### src/rtl/hilo_unit_pkg.sv
// Shared HI/LO unit definitions: ALUOP codes, state encodings,
// default latencies and opcode classification helpers.
package hilo_unit_pkg;

  localparam logic [4:0] ALUOP_MULT  = 5'h18;
  localparam logic [4:0] ALUOP_MULTU = 5'h19;
  localparam logic [4:0] ALUOP_DIV   = 5'h1A;
  localparam logic [4:0] ALUOP_DIVU  = 5'h1B;

  typedef enum logic {
    HILO_IDLE = 1'b0,
    HILO_BUSY = 1'b1
  } hilo_state_e;

  localparam int HILO_MULT_LAT = 4;
  localparam int HILO_DIV_LAT  = 32;

  function automatic logic is_muldiv(
    input logic [4:0] op
  );
    return (op == ALUOP_MULT) || (op == ALUOP_MULTU) ||
           (op == ALUOP_DIV)  || (op == ALUOP_DIVU);
  endfunction

  function automatic logic is_div(
    input logic [4:0] op
  );
    return (op == ALUOP_DIV) || (op == ALUOP_DIVU);
  endfunction

endpackage

### src/rtl/hilo_regfile.sv
// Architectural HI/LO registers with independent write
// enables and a prioritised (HI first) read mux.
module hilo_regfile (
  input  logic        clk_i,
  input  logic        rst_n_i,
  input  logic        hi_we_i,
  input  logic        lo_we_i,
  input  logic [31:0] hi_wdata_i,
  input  logic [31:0] lo_wdata_i,
  input  logic        rd_hi_i,
  input  logic        rd_lo_i,
  output logic [31:0] rdata_o,
  output logic [31:0] hi_o,
  output logic [31:0] lo_o
);

  logic [31:0] hi_q;
  logic [31:0] lo_q;

  // HI/LO storage, cleared asynchronously
  always_ff @(posedge clk_i or negedge rst_n_i) begin
    if (!rst_n_i) begin
      hi_q <= '0;
      lo_q <= '0;
    end else begin
      if (hi_we_i) hi_q <= hi_wdata_i;
      if (lo_we_i) lo_q <= lo_wdata_i;
    end
  end

  // read mux, HI wins when both are requested
  always_comb begin
    rdata_o = '0;
    if (rd_hi_i)      rdata_o = hi_q;
    else if (rd_lo_i) rdata_o = lo_q;
  end

  assign hi_o = hi_q;
  assign lo_o = lo_q;

endmodule

### src/rtl/hilo_unit.sv
// HI/LO owner: tracks mult/div latency, commits results,
// serves MF/MT and stalls execute on HI/LO hazards.
module hilo_unit
  import hilo_unit_pkg::*;
#(
  parameter int MULT_LAT = HILO_MULT_LAT,
  parameter int DIV_LAT  = HILO_DIV_LAT
) (
  input  logic        clk_i,
  input  logic        rst_n_i,
  input  logic        valid_i,
  input  logic [4:0]  aluop_i,
  input  logic [63:0] aluout_i,
  input  logic [31:0] src1_i,
  input  logic [31:0] rs_data_i,
  input  logic        mthi_i,
  input  logic        mtlo_i,
  input  logic        mfhi_i,
  input  logic        mflo_i,
  input  logic        flush_i,
  output logic [31:0] hilo_rdata_o,
  output logic [31:0] hi_o,
  output logic [31:0] lo_o,
  output logic        busy_o,
  output logic        stall_o,
  output logic        div0_o
);

  localparam logic [5:0] MULT_CNT = 6'(MULT_LAT - 1);
  localparam logic [5:0] DIV_CNT  = 6'(DIV_LAT - 1);

  hilo_state_e state_q, state_d;
  logic [5:0]  cnt_q, cnt_d;
  logic [63:0] pend_q, pend_d;
  logic        pdiv0_q, pdiv0_d;
  logic        div0_q, div0_d;

  logic        md_op;
  logic        hi_we, lo_we;
  logic [31:0] hi_wd, lo_wd;

  assign md_op = is_muldiv(aluop_i);

  // FSM, counter, pending result and div0 pulse registers
  always_ff @(posedge clk_i or negedge rst_n_i) begin
    if (!rst_n_i) begin
      state_q <= HILO_IDLE;
      cnt_q   <= '0;
      pend_q  <= '0;
      pdiv0_q <= 1'b0;
      div0_q  <= 1'b0;
    end else begin
      state_q <= state_d;
      cnt_q   <= cnt_d;
      pend_q  <= pend_d;
      pdiv0_q <= pdiv0_d;
      div0_q  <= div0_d;
    end
  end

  // accept / count down / commit, plus MT writes when idle
  always_comb begin
    state_d = state_q;
    cnt_d   = cnt_q;
    pend_d  = pend_q;
    pdiv0_d = pdiv0_q;
    div0_d  = 1'b0;
    hi_we   = 1'b0;
    lo_we   = 1'b0;
    hi_wd   = rs_data_i;
    lo_wd   = rs_data_i;
    unique case (state_q)
      HILO_IDLE: begin
        if (valid_i && !flush_i) begin
          if (md_op) begin
            state_d = HILO_BUSY;
            pend_d  = aluout_i;
            pdiv0_d = is_div(aluop_i) && (src1_i == '0);
            cnt_d   = is_div(aluop_i) ? DIV_CNT : MULT_CNT;
          end else begin
            hi_we = mthi_i;
            lo_we = mtlo_i;
          end
        end
      end
      HILO_BUSY: begin
        if (flush_i) begin
          state_d = HILO_IDLE;
          pend_d  = '0;
          pdiv0_d = 1'b0;
          cnt_d   = '0;
        end else if (cnt_q == '0) begin
          state_d = HILO_IDLE;
          if (pdiv0_q) begin
            div0_d = 1'b1;
          end else begin
            hi_we = 1'b1;
            lo_we = 1'b1;
            hi_wd = pend_q[63:32];
            lo_wd = pend_q[31:0];
          end
        end else begin
          cnt_d = cnt_q - 6'd1;
        end
      end
      default: state_d = HILO_IDLE;
    endcase
  end

  assign busy_o  = (state_q == HILO_BUSY);
  assign stall_o = busy_o && valid_i &&
                   (mfhi_i || mflo_i || mthi_i || mtlo_i || md_op);
  assign div0_o  = div0_q;

  hilo_regfile u_regfile (
    .clk_i      (clk_i),
    .rst_n_i    (rst_n_i),
    .hi_we_i    (hi_we),
    .lo_we_i    (lo_we),
    .hi_wdata_i (hi_wd),
    .lo_wdata_i (lo_wd),
    .rd_hi_i    (valid_i && mfhi_i),
    .rd_lo_i    (valid_i && mflo_i),
    .rdata_o    (hilo_rdata_o),
    .hi_o       (hi_o),
    .lo_o       (lo_o)
  );

endmodule

### config.mk
export PLATFORM = sky130hd
export DESIGN_NAME = hilo_unit
export DESIGN_NICKNAME = d
export VERILOG_FILES = /design/src/rtl/hilo_unit_pkg.sv /design/src/rtl/hilo_regfile.sv /design/src/rtl/hilo_unit.sv
export SDC_FILE = /design/constraint.sdc
export NUM_CORES = 1
export LEC_CHECK = 0
export BUFFER_PORTS_ARGS = -buffer_cell sky130_fd_sc_hd__buf_2
export CAP_MARGIN = 40
export CORE_ASPECT_RATIO = 1.2
export CORE_MARGIN = 5
export CORE_UTILIZATION = 53
export DETAILED_ROUTE_END_ITERATION = 6
export HOLD_SLACK_MARGIN = 0.15
export PLACE_DENSITY = 0.85
export SYNTH_ARGS = -nofsm -noshare
export SYNTH_HDL_FRONTEND = slang
export SYNTH_SLANG_ARGS = --single-unit
### constraint.sdc
create_clock -name clk_i -period 3.8 [get_ports clk_i]
set_clock_uncertainty 0.05 [all_clocks]
set_input_delay 0.95 -clock clk_i [delete_from_list [all_inputs] [get_ports clk_i]]
set_output_delay 0.95 -clock clk_i [all_outputs]
set_load 0.01 [all_outputs]
Yosys cells after proc, flatten, opt, wreduce, memory -nomap -nowiden
Index checks and enable logic that the tools add are counted.
{"block": "classes", "n_mux": 42, "n_reduce_logical": 19, "bitwise": 1, "eq_ne": 8, "addsub": 1}
{"operator": "2-to-1 mux 32 bit", "n": 10}
{"operator": "2-to-1 mux 64 bit", "n": 3}
{"operator": "one-hot mux 64 bit (2 select lines)", "n": 1}
{"operator": "logical NOT 32 bit", "n": 1}
{"operator": "2-to-1 mux 6 bit", "n": 4}
{"operator": "equality test 5 bit, second input constant", "n": 4}
{"operator": "2-to-1 mux 1 bit", "n": 18}
{"operator": "one-hot mux 6 bit (2 select lines)", "n": 1}
{"operator": "logical OR 1 bit", "n": 8}
{"operator": "one-hot mux 1 bit (2 select lines)", "n": 4}
{"operator": "logical AND 1 bit", "n": 6}
{"operator": "logical NOT 6 bit", "n": 1}
{"operator": "!= test 2 bit, second input constant", "n": 3}
{"operator": "AND reduction 3 bit", "n": 2}
{"operator": "subtractor 6 x 1 -> 6 bit, second input constant", "n": 1}
{"operator": "2-to-1 mux 5 bit", "n": 1}
{"operator": "!= test 3 bit, second input constant", "n": 1}
{"operator": "logical NOT 1 bit", "n": 1}
{"operator": "NOT 1 bit", "n": 1}
{"block": "word_totals", "reg_bits": 137, "elab_cells": 78}

Depth between registers and ports, before layout
Gate-level depths: netlist (run 1).
{"block": "logic_depth", "depth_word": 7, "mapped_depth": 9, "mapped_depth_nobuf": 6}

By module
A second synthesis (run 1) with hierarchy kept.
{"block": "hier_totals", "hier_cells": 475, "hier_area_um2": 6727.7}
{"module": "hilo_unit", "instances": 1, "cells_per_inst": 295, "area_each_um2": 3691.0}
{"module": "hilo_regfile", "instances": 1, "cells_per_inst": 180, "area_each_um2": 3036.7}

Worst setup path after synthesis (run 1)
No wires, ideal clock.
{"block": "synth_timing", "path_type": "input-to-output", "startpoint": "in mfhi_i", "endpoint": "out hilo_rdata_o[0]", "arrival_time_ps": 1721, "path_buffers": 2, "path_stages": 4, "required_time_ps": 2800, "path_slack_ps": 1079, "path_cell_list": "and2_1 clkbuf_1 clkbuf_1 a22o_1"}
{"block": "synth_via", "elab_chain_len": 2}
{"element": "from (decl)", "line": "hilo_unit.sv:18", "rtl": "input logic mfhi_i,"}
{"element": "logical AND 1 bit", "line": "hilo_unit.sv:122", "rtl": ".rd_hi_i (valid_i && mfhi_i),"}
{"element": "2-to-1 mux 32 bit", "line": "hilo_regfile.sv:34", "rtl": "if (rd_hi_i) rdata_o = hi_q;"}
{"element": "to (decl)", "line": "hilo_unit.sv:21", "rtl": "output logic [31:0] hilo_rdata_o,"}
Every way passes these cells.

Worst setup path after layout (run 1)
{"block": "layout_timing", "startpoint": "in valid_i", "endpoint": "out hilo_rdata_o[11]"}
{"block": "layout_via", "elab_chain_len": 3}
{"element": "from (decl)", "line": "hilo_unit.sv:11", "rtl": "input logic valid_i,"}
{"element": "logical AND 1 bit", "line": "hilo_unit.sv:123", "rtl": ".rd_lo_i (valid_i && mflo_i),"}
{"element": "2-to-1 mux 32 bit", "line": "hilo_regfile.sv:35", "rtl": "else if (rd_lo_i) rdata_o = lo_q;"}
{"element": "2-to-1 mux 32 bit (*)", "line": "hilo_regfile.sv:34"}
Mark *: on every way between the ends. The rest lies on a longest branch, timed or not.

==> results of run 1 <==
cell usage after synthesis (all sizes together):
master and instances:
o21ai 6, a22o 96, mux2 64, a221o 1, nand3b 1, ha 2
and3b 1, dfrtp 137, a221oi 2, nand2 7, mux2i 4, buf 14
nor2b 1, o22ai 29, nor2 7, nor3 2, a21oi 34, nand2b 5
inv 31, a31oi 1, or4 2, and2 3, nand4 2, a21o 1
nor4 9, a32oi 1, nor3b 3, clkbuf 27, or3 2, nand3 4
and3 1, xor2 2, a41oi 1, o32a 1, a21boi 1
per-layer routing:
| metal | track usage, % | up-vias | routed length, um |
|---|---|---|---|
| met1 | 31.9 | 2650 | 7340 |
| met5 | 0 | - | 29 |
| met4 | 10.8 | 4 | 439 |
| met2 | 44.2 | 280 | 9580 |
| met3 | 5.05 | 40 | 1320 |
| li1 | - | 2368 | - |
where the power goes:
| part | leakage, nW | switching, mW | internal, mW | total (mW) |
|---|---|---|---|---|
| sequential | 1.68 | 0.232 | 1.74 | 1.98 |
| combinational | 2.48 | 0.430 | 0.504 | 0.934 |
| clock | 0.291 | 0.606 | 1.08 | 1.69 |
| total | 4.45 | 1.27 | 3.33 | 4.60 |
flip-flops by register name, indices dropped and copies added (netlist names):
register and cells:
pend_q 64, cnt_q 6, pdiv0_q 1, div0_o 1
u_regfile.lo_o 32, busy_o 1, u_regfile.hi_o 32
cells in the final DEF, fill, tap and decap left out, types with 2 or more instances in the layout:
master and instances:
clkbuf_16 17, a221oi_1 2, nand4_1 2, mux2i_1 4, buf_4 13, ha_1 2
o22ai_1 29, nand2_1 6, dfrtp_1 137, mux2_4 61, clkinv_2 3, nor2_1 6
and2_1 2, nor3b_1 3, o21ai_0 6, a21oi_1 34, a22o_1 96, nor3_1 2
buf_12 2, mux2_2 3, nand2b_1 5, nand3_1 3, inv_1 31, clkbuf_8 3
xor2_1 2, bufinv_16 3, buf_2 237, clkinvlp_4 4, nor4_1 9
path summary, 6_finish.rpt:
check,depth (start not counted),end,slack [ns],start
hold / removal,1,u_regfile.lo_o[17]$_DFFE_PN0P_,0.44,rst_n_i
setup reg to reg,7,u_regfile.hi_o[12]$_DFFE_PN0P_,1.00,cnt_q[0]$_DFFE_PN0P_
hold reg to reg,1,pend_q[21]$_DFFE_PN0P_,0.45,pend_q[21]$_DFFE_PN0P_
min in group clk_i,1,pend_q[21]$_DFFE_PN0P_,0.45,pend_q[21]$_DFFE_PN0P_
setup / recovery,6,hilo_rdata_o[11],0.84,valid_i
max in group asynchronous,2,u_regfile.hi_o[26]$_DFFE_PN0P_,2.55,rst_n_i
per-stage QoR:
stage          total power [mW]  std cells
3_3_place_gp               2.86        878
6_report                   4.60        912
4_1_cts                    4.63        911
5_1_grt                    4.81        912
3_5_place_dp               2.92        879
2_1_floorplan              2.48        505
worst max-delay path: stages:
cell     delay (ns)
buf_2          0.14
nand2_1        0.08
nor2_2         0.16
buf_4          0.29
a22o_1         0.20
buf_2          0.14
layout make-up:
| class | count | share of cell area [%] |
|---|---|---|
| Antenna cell | 1 | 0.0299 |
| Sequential cell | 137 | 41.0 |
| Tap cell | 161 | 2.41 |
| Clock inverter | 11 | 1.72 |
| Inverter | 31 | 1.39 |
| Timing Repair Buffer | 254 | 16.3 |
| Clock buffer | 21 | 5.62 |
| Multi-Input combinational cell | 296 | 31.6 |
kinds of logic (layout without fill, tap and decap cells):
kind of cell | Yosys count | in the layout | share of synthesized area, %
adder cells (fa/ha/maj) | 2 | 2 | 0.391
XOR/XNOR | 2 | 2 | 0.274
buffers and inverters | 72 | 317 | 5.40
AND/OR/NAND/NOR | 50 | 50 | 4.54
flip-flops | 137 | 137 | 53.6
AO/OA/AOI/OAI | 174 | 174 | 20.3
multiplexers | 68 | 68 | 15.5
other | 0 | 1 | 0
==> impl_metrics.py, run 1 <==
metrics = {
    "cells_and_area": {
        "layout.nets": 880,
        "drive_gt1_share_pct": 47.7,
        "seqCellArea_um2": 3430,
        "fin_area_um2": 8370,
        "areaGrowthSynthToFinish_pct": 30.9,
        "fillers": 867,
        "final_util_pct": 70.1,
        "multi_input_area_um2": 2650,
    },
    "clocking": {
        "cts_made_buffers": 17,
        "htreeDepth": 4,
        "cts_resized": 0,
        "max-clock-path-buffers": 2,
        "clkLatencyLatePin_ns": 0.40,
        "path_clk_slew_ns": 0.06,
        "cts_tree": "built",
        "post_cts_buffers": 0,
        "root_buffer": "clkbuf_16",
        "postCtsHoldBufs": 0,
        "cts.sinks": 137,
    },
    "place": {
        "place_area_um2": 7750,
        "hpwl_mm": 13.0,
        "place.port_buffers": 238,
        "gp_congestion": 0.860,
        "pre_cts_ws_ns": 0.695,
    },
    "synth": {
        "synth_top_area_cell": "dfrtp_1",
        "syn_nets": 648,
        "syn_inst": 505,
        "ys_types": 41,
        "yosys.area.top_type_share_pct": 53.6,
        "synth_area_leaders": "dfrtp_1 54%, mux2_4 14%, a22o_1 13%",
        "seq_area_frac_synth_pct": 53.6,
        "postSynthAreaPerCell_um2": 12.7,
        "syn_area_um2": 6400,
        "ys_ff_latch": 137,
        "ys_warn_count": 0,
    },
    "sta": {
        "period_needed_ns": 2.96,
        "setup_violations": 0,
        "final_hold_viol_count": 0,
        "timing.slew.headroom_pct": 57.9,
        "finalCritPeriodShare_pct": 77.9,
        "hold_slack_ns": 0.440,
        "maxSlewViolCount": 0,
        "tns_ns": 0,
        "clock.fmax_mhz": 338,
        "rsz0062_at_grt": "false",
        "timing.final.ws_setup_ns": 0.841,
        "worstMarginPinSlew_ns": 0.631,
    },
    "floorplanning": {
        "dieArea_um2": 14400,
        "initial_core_util_pct": 53.5,
        "fp.dieH_um": 130,
        "die_width_um": 110,
        "core_um2": 11900,
        "num_rows": 44,
        "io_pins": 240,
    },
    "routing": {
        "wl_per_cell_um": 20.5,
        "finalWirelength_mm": 18.7,
        "drtIter0Drc": 272,
        "ant_nets": 0,
        "drc_errors": 0,
        "num_vias": 5342,
        "firstDrtPassIters": 4,
        "routed_via_density": 5.86,
    },
    "global_routing": {
        "grt_max_degree": 68,
        "grt_pass1_vias": 5573,
        "grt_overflow": 0,
        "grt_pass1_wl_mm": 28.3,
        "grt_usage_pct": 25.8,
        "antenna_found_initial": 3,
    },
    "critical_path": {
        "crit_path_start_kind": "input pin",
        "worstPathRequired_ns": 2.80,
        "critical_path_arrival_ns": 1.96,
        "cp-end-kind": "primary output",
        "critPathMaxFanout": 16,
        "worstSetupPathType": "input pin to primary output",
    },
    "min_path": {
        "min_path_type": "input pin to asynchronous set/reset pin",
    },
    "pwr": {
        "p_leak_nw": 4.45,
        "irDropWorstVdd_v": 0.000282,
        "pwr_density_cell_nw_per_um2": 550,
    },
    "status": {
        "status": "finished clean",
    },
    "run": {
        "drv_cap": 0,
    },
}
Power figures use the tool's default switching activity.
==> inputs of run 2 (changes only) <==
ABC_AREA = 1   (was default)
CORE_UTILIZATION = 46   (was 53)
PLACE_DENSITY = 0.77   (was 0.85)
clock period = 2.6 ns   (was 3.8 ns; I/O delays follow)
==> run 2 against run 1 <==
  * Synthesized cell count is 88% higher
  * Clock-buffer cell count is 3 lower
  * Die area is 24% higher
  * Clock power is 52% higher
  * Sequential power is 54% higher
  * First-iteration DRC count is 130% higher
  * Combinational power is 72% higher
  * Non-clock buffer count is 11 higher
  * Cell area is 8.4% higher
  * Sequential cell count stayed put
  * Core utilization is 9.4 points lower
  * Via count is 31% higher
  * Critical endpoint is now u_regfile.hi_o[13]$_DFFE_PN0P_
  * Largest power group unchanged
  * Highest routed layer is now met4
==> impl_metrics.py, run 2 <==
metrics = {
    "sta": {
        "clock.fmax_mhz": 448,
        "maxSlewViolCount": 0,
        "period_needed_ns": 2.23,
        "setup_violations": 0,
        "timing.final.ws_setup_ns": 0.366,
        "finalCritPeriodShare_pct": 85.9,
        "hold_slack_ns": 0.155,
        "final_hold_viol_count": 0,
        "rsz0062_at_grt": "false",
        "tns_ns": 0,
        "worstMarginPinSlew_ns": 0.554,
        "timing.slew.headroom_pct": 63.1,
    },
    "synth": {
        "yosysMostFrequentCell": "nand2_1",
        "synth_area_leaders": "dfrtp_1 49%, nand2_1 16%, nand3_1 12%",
        "syn_area_um2": 7010,
        "async_flop_share_pct": 100,
        "ys_warn_count": 0,
        "synth_edf_count": 0,
        "synth_commonest_cells": "290 x nand2_1, 172 x nand3_1, 137 x dfrtp_1, 123 x o21ai_0, 102 x inv_1",
        "yosys.area.top_type_share_pct": 48.9,
        "syn_inst": 947,
        "ys_ff_latch": 137,
        "seq_area_frac_synth_pct": 48.9,
        "ys_types": 23,
        "syn_nets": 1090,
        "postSynthAreaPerCell_um2": 7.40,
        "synth_top_area_cell": "dfrtp_1",
        "synth-main-ff-cell": "dfrtp_1",
    },
    "clocking": {
        "cts.sinks": 137,
        "postCtsHoldBufs": 0,
        "htreeDepth": 4,
        "cts_resized": 0,
        "post_cts_buffers": 0,
        "path_clk_slew_ns": 0.06,
        "max-clock-path-buffers": 2,
        "cts_tree": "built",
        "root_buffer": "clkbuf_16",
        "clkLatencyLatePin_ns": 0.41,
        "cts_made_buffers": 17,
    },
    "place": {
        "pre_cts_ws_ns": 0.379,
        "hpwl_mm": 15.3,
        "gp_congestion": 0.852,
        "place_area_um2": 8440,
        "place.port_buffers": 238,
        "dp_cells": 1354,
    },
    "floorplanning": {
        "io_pins": 240,
        "num_rows": 49,
        "die_width_um": 123,
        "fp.dieH_um": 145,
        "core_um2": 15000,
        "dieArea_um2": 17800,
        "initial_core_util_pct": 46.9,
    },
    "cells_and_area": {
        "drive_gt1_share_pct": 26.1,
        "final_util_pct": 60.6,
        "areaGrowthSynthToFinish_pct": 29.4,
        "layout.nets": 1312,
        "final_common_cell": "nand2_1",
        "fin_area_um2": 9070,
        "largest_reg_flops": 64,
        "layout_common_cells": "290 x nand2_1, 237 x buf_2, 172 x nand3_1",
        "stdcell_count": 1387,
        "largest_register": "pend_q",
    },
    "global_routing": {
        "use_met1_pct": 32.5,
        "use_met3_pct": 4.75,
        "grt_max_degree": 67,
        "grt_usage_pct": 24.6,
        "antenna_found_initial": 1,
        "grt.met2_usage_pct": 40.9,
        "grt_busiest_layer": "met2",
        "grt_pass1_wl_mm": 35.0,
        "grt_pass1_vias": 6789,
        "grt_overflow": 0,
    },
    "routing": {
        "wl_per_cell_um": 15.5,
        "finalWirelength_mm": 21.5,
        "ant_nets": 0,
        "drtIter0Drc": 616,
        "firstDrtPassIters": 5,
        "num_vias": 6992,
        "drc_errors": 0,
        "routed_via_density": 5.04,
    },
    "critical_path": {
        "crit_path_start_kind": "register",
        "cp_cell_sequence": "inv_1 > ha_1 > nand2_1 > nor2_2 > nand3_4 > nand2_1 > inv_1 > buf_4 > nand2_1 > nand2_1",
        "worst-path-buf-inv": 3,
        "slowest_delay_ns": 0.38,
        "worstPathRequired_ns": 2.84,
        "crit_family": "simple AND/OR/NAND/NOR gates",
        "cp-end-kind": "register",
        "worstSetupPathType": "register to register",
        "r2r-start": "cnt_q[0]$_DFFE_PN0P_",
        "critPathMaxFanout": 20,
        "r2r_end": "u_regfile.hi_o[13]$_DFFE_PN0P_",
        "slowest_stage": "dfrtp_1",
        "reg2reg_depth": 10,
        "rrSetupSlack_ns": 0.37,
        "critical_path_arrival_ns": 2.48,
        "crit_top_cell": "nand2_1",
    },
    "min_path": {
        "min_path_type": "input pin to asynchronous set/reset pin",
    },
    "pwr": {
        "irDropWorstVdd_v": 0.000378,
        "p_leak_nw": 4.84,
        "finalPower_mw": 7.22,
        "pwr_density_cell_nw_per_um2": 796,
    },
    "status": {
        "status": "finished clean",
    },
    "run": {
        "drv_cap": 0,
    },
}
[run 2: changes by cell type in the layout (fill, tap and decap cells not counted), moves of 30 or more]
cell     previous run  this run
a21oi_1            34         4
a22o_1             96         0
inv_1              31       102
mux2_4             61         0
nand2_1             6       290
nand3_1             3       172
o21ai_0             6       123
[run 2: worst max path at each step]
stage,to,startpoint,cells after the start
after floorplan,hilo_rdata_o[0],mfhi_i,5
after global placement,u_regfile.hi_o[14]$_DFFE_PN0P_,cnt_q[0]$_DFFE_PN0P_,10
after detailed placement,u_regfile.hi_o[18]$_DFFE_PN0P_,flush_i,8
after CTS,u_regfile.hi_o[19]$_DFFE_PN0P_,cnt_q[0]$_DFFE_PN0P_,10
after global routing,u_regfile.hi_o[19]$_DFFE_PN0P_,cnt_q[0]$_DFFE_PN0P_,10
final,u_regfile.hi_o[13]$_DFFE_PN0P_,cnt_q[0]$_DFFE_PN0P_,10
[run 2: worst reg2reg max path, stage by stage (launching register included)]
cell	delay [ns]
dfrtp_1	0.38
inv_1	0.17
ha_1	0.21
nand2_1	0.07
nor2_2	0.23
nand3_4	0.24
nand2_1	0.14
inv_1	0.20
buf_4	0.29
nand2_1	0.09
nand2_1	0.05
[run 2: cell families after synthesis]
kind of cell	after synthesis	synth area share (%)
flops	137	48.9
simple gates	504	31.0
buf+inv	168	10.0
fa+ha+maj	2	0.357
compound gates	136	9.78
[run 2: power breakdown]
part           leakage [nW]  switching (mW)  total, mW  internal (mW)
combinational          2.83           0.974       1.61          0.639
sequential             1.71           0.326       3.04           2.71
clock                 0.297           0.958       2.57           1.61
total                  4.84            2.26       7.22           4.96
[run 2: cell type report]
class	instances	area (um2)
multi-input cells	642	2890
repair buffers	265	1480
fillers	1409	5890
clock inverters	14	196
well taps	204	255
flip-flops and latches	137	3430
clock buffers	18	429
diodes	1	2.50
inverters	106	398
[run 2: layer usage]
metal / share of wire, % / vias up
met5: 0 / -
met4: 1.7 / 0
met3: 5.6 / 28
met2: 50 / 237
met1: 43 / 3248
li1: - / 3479
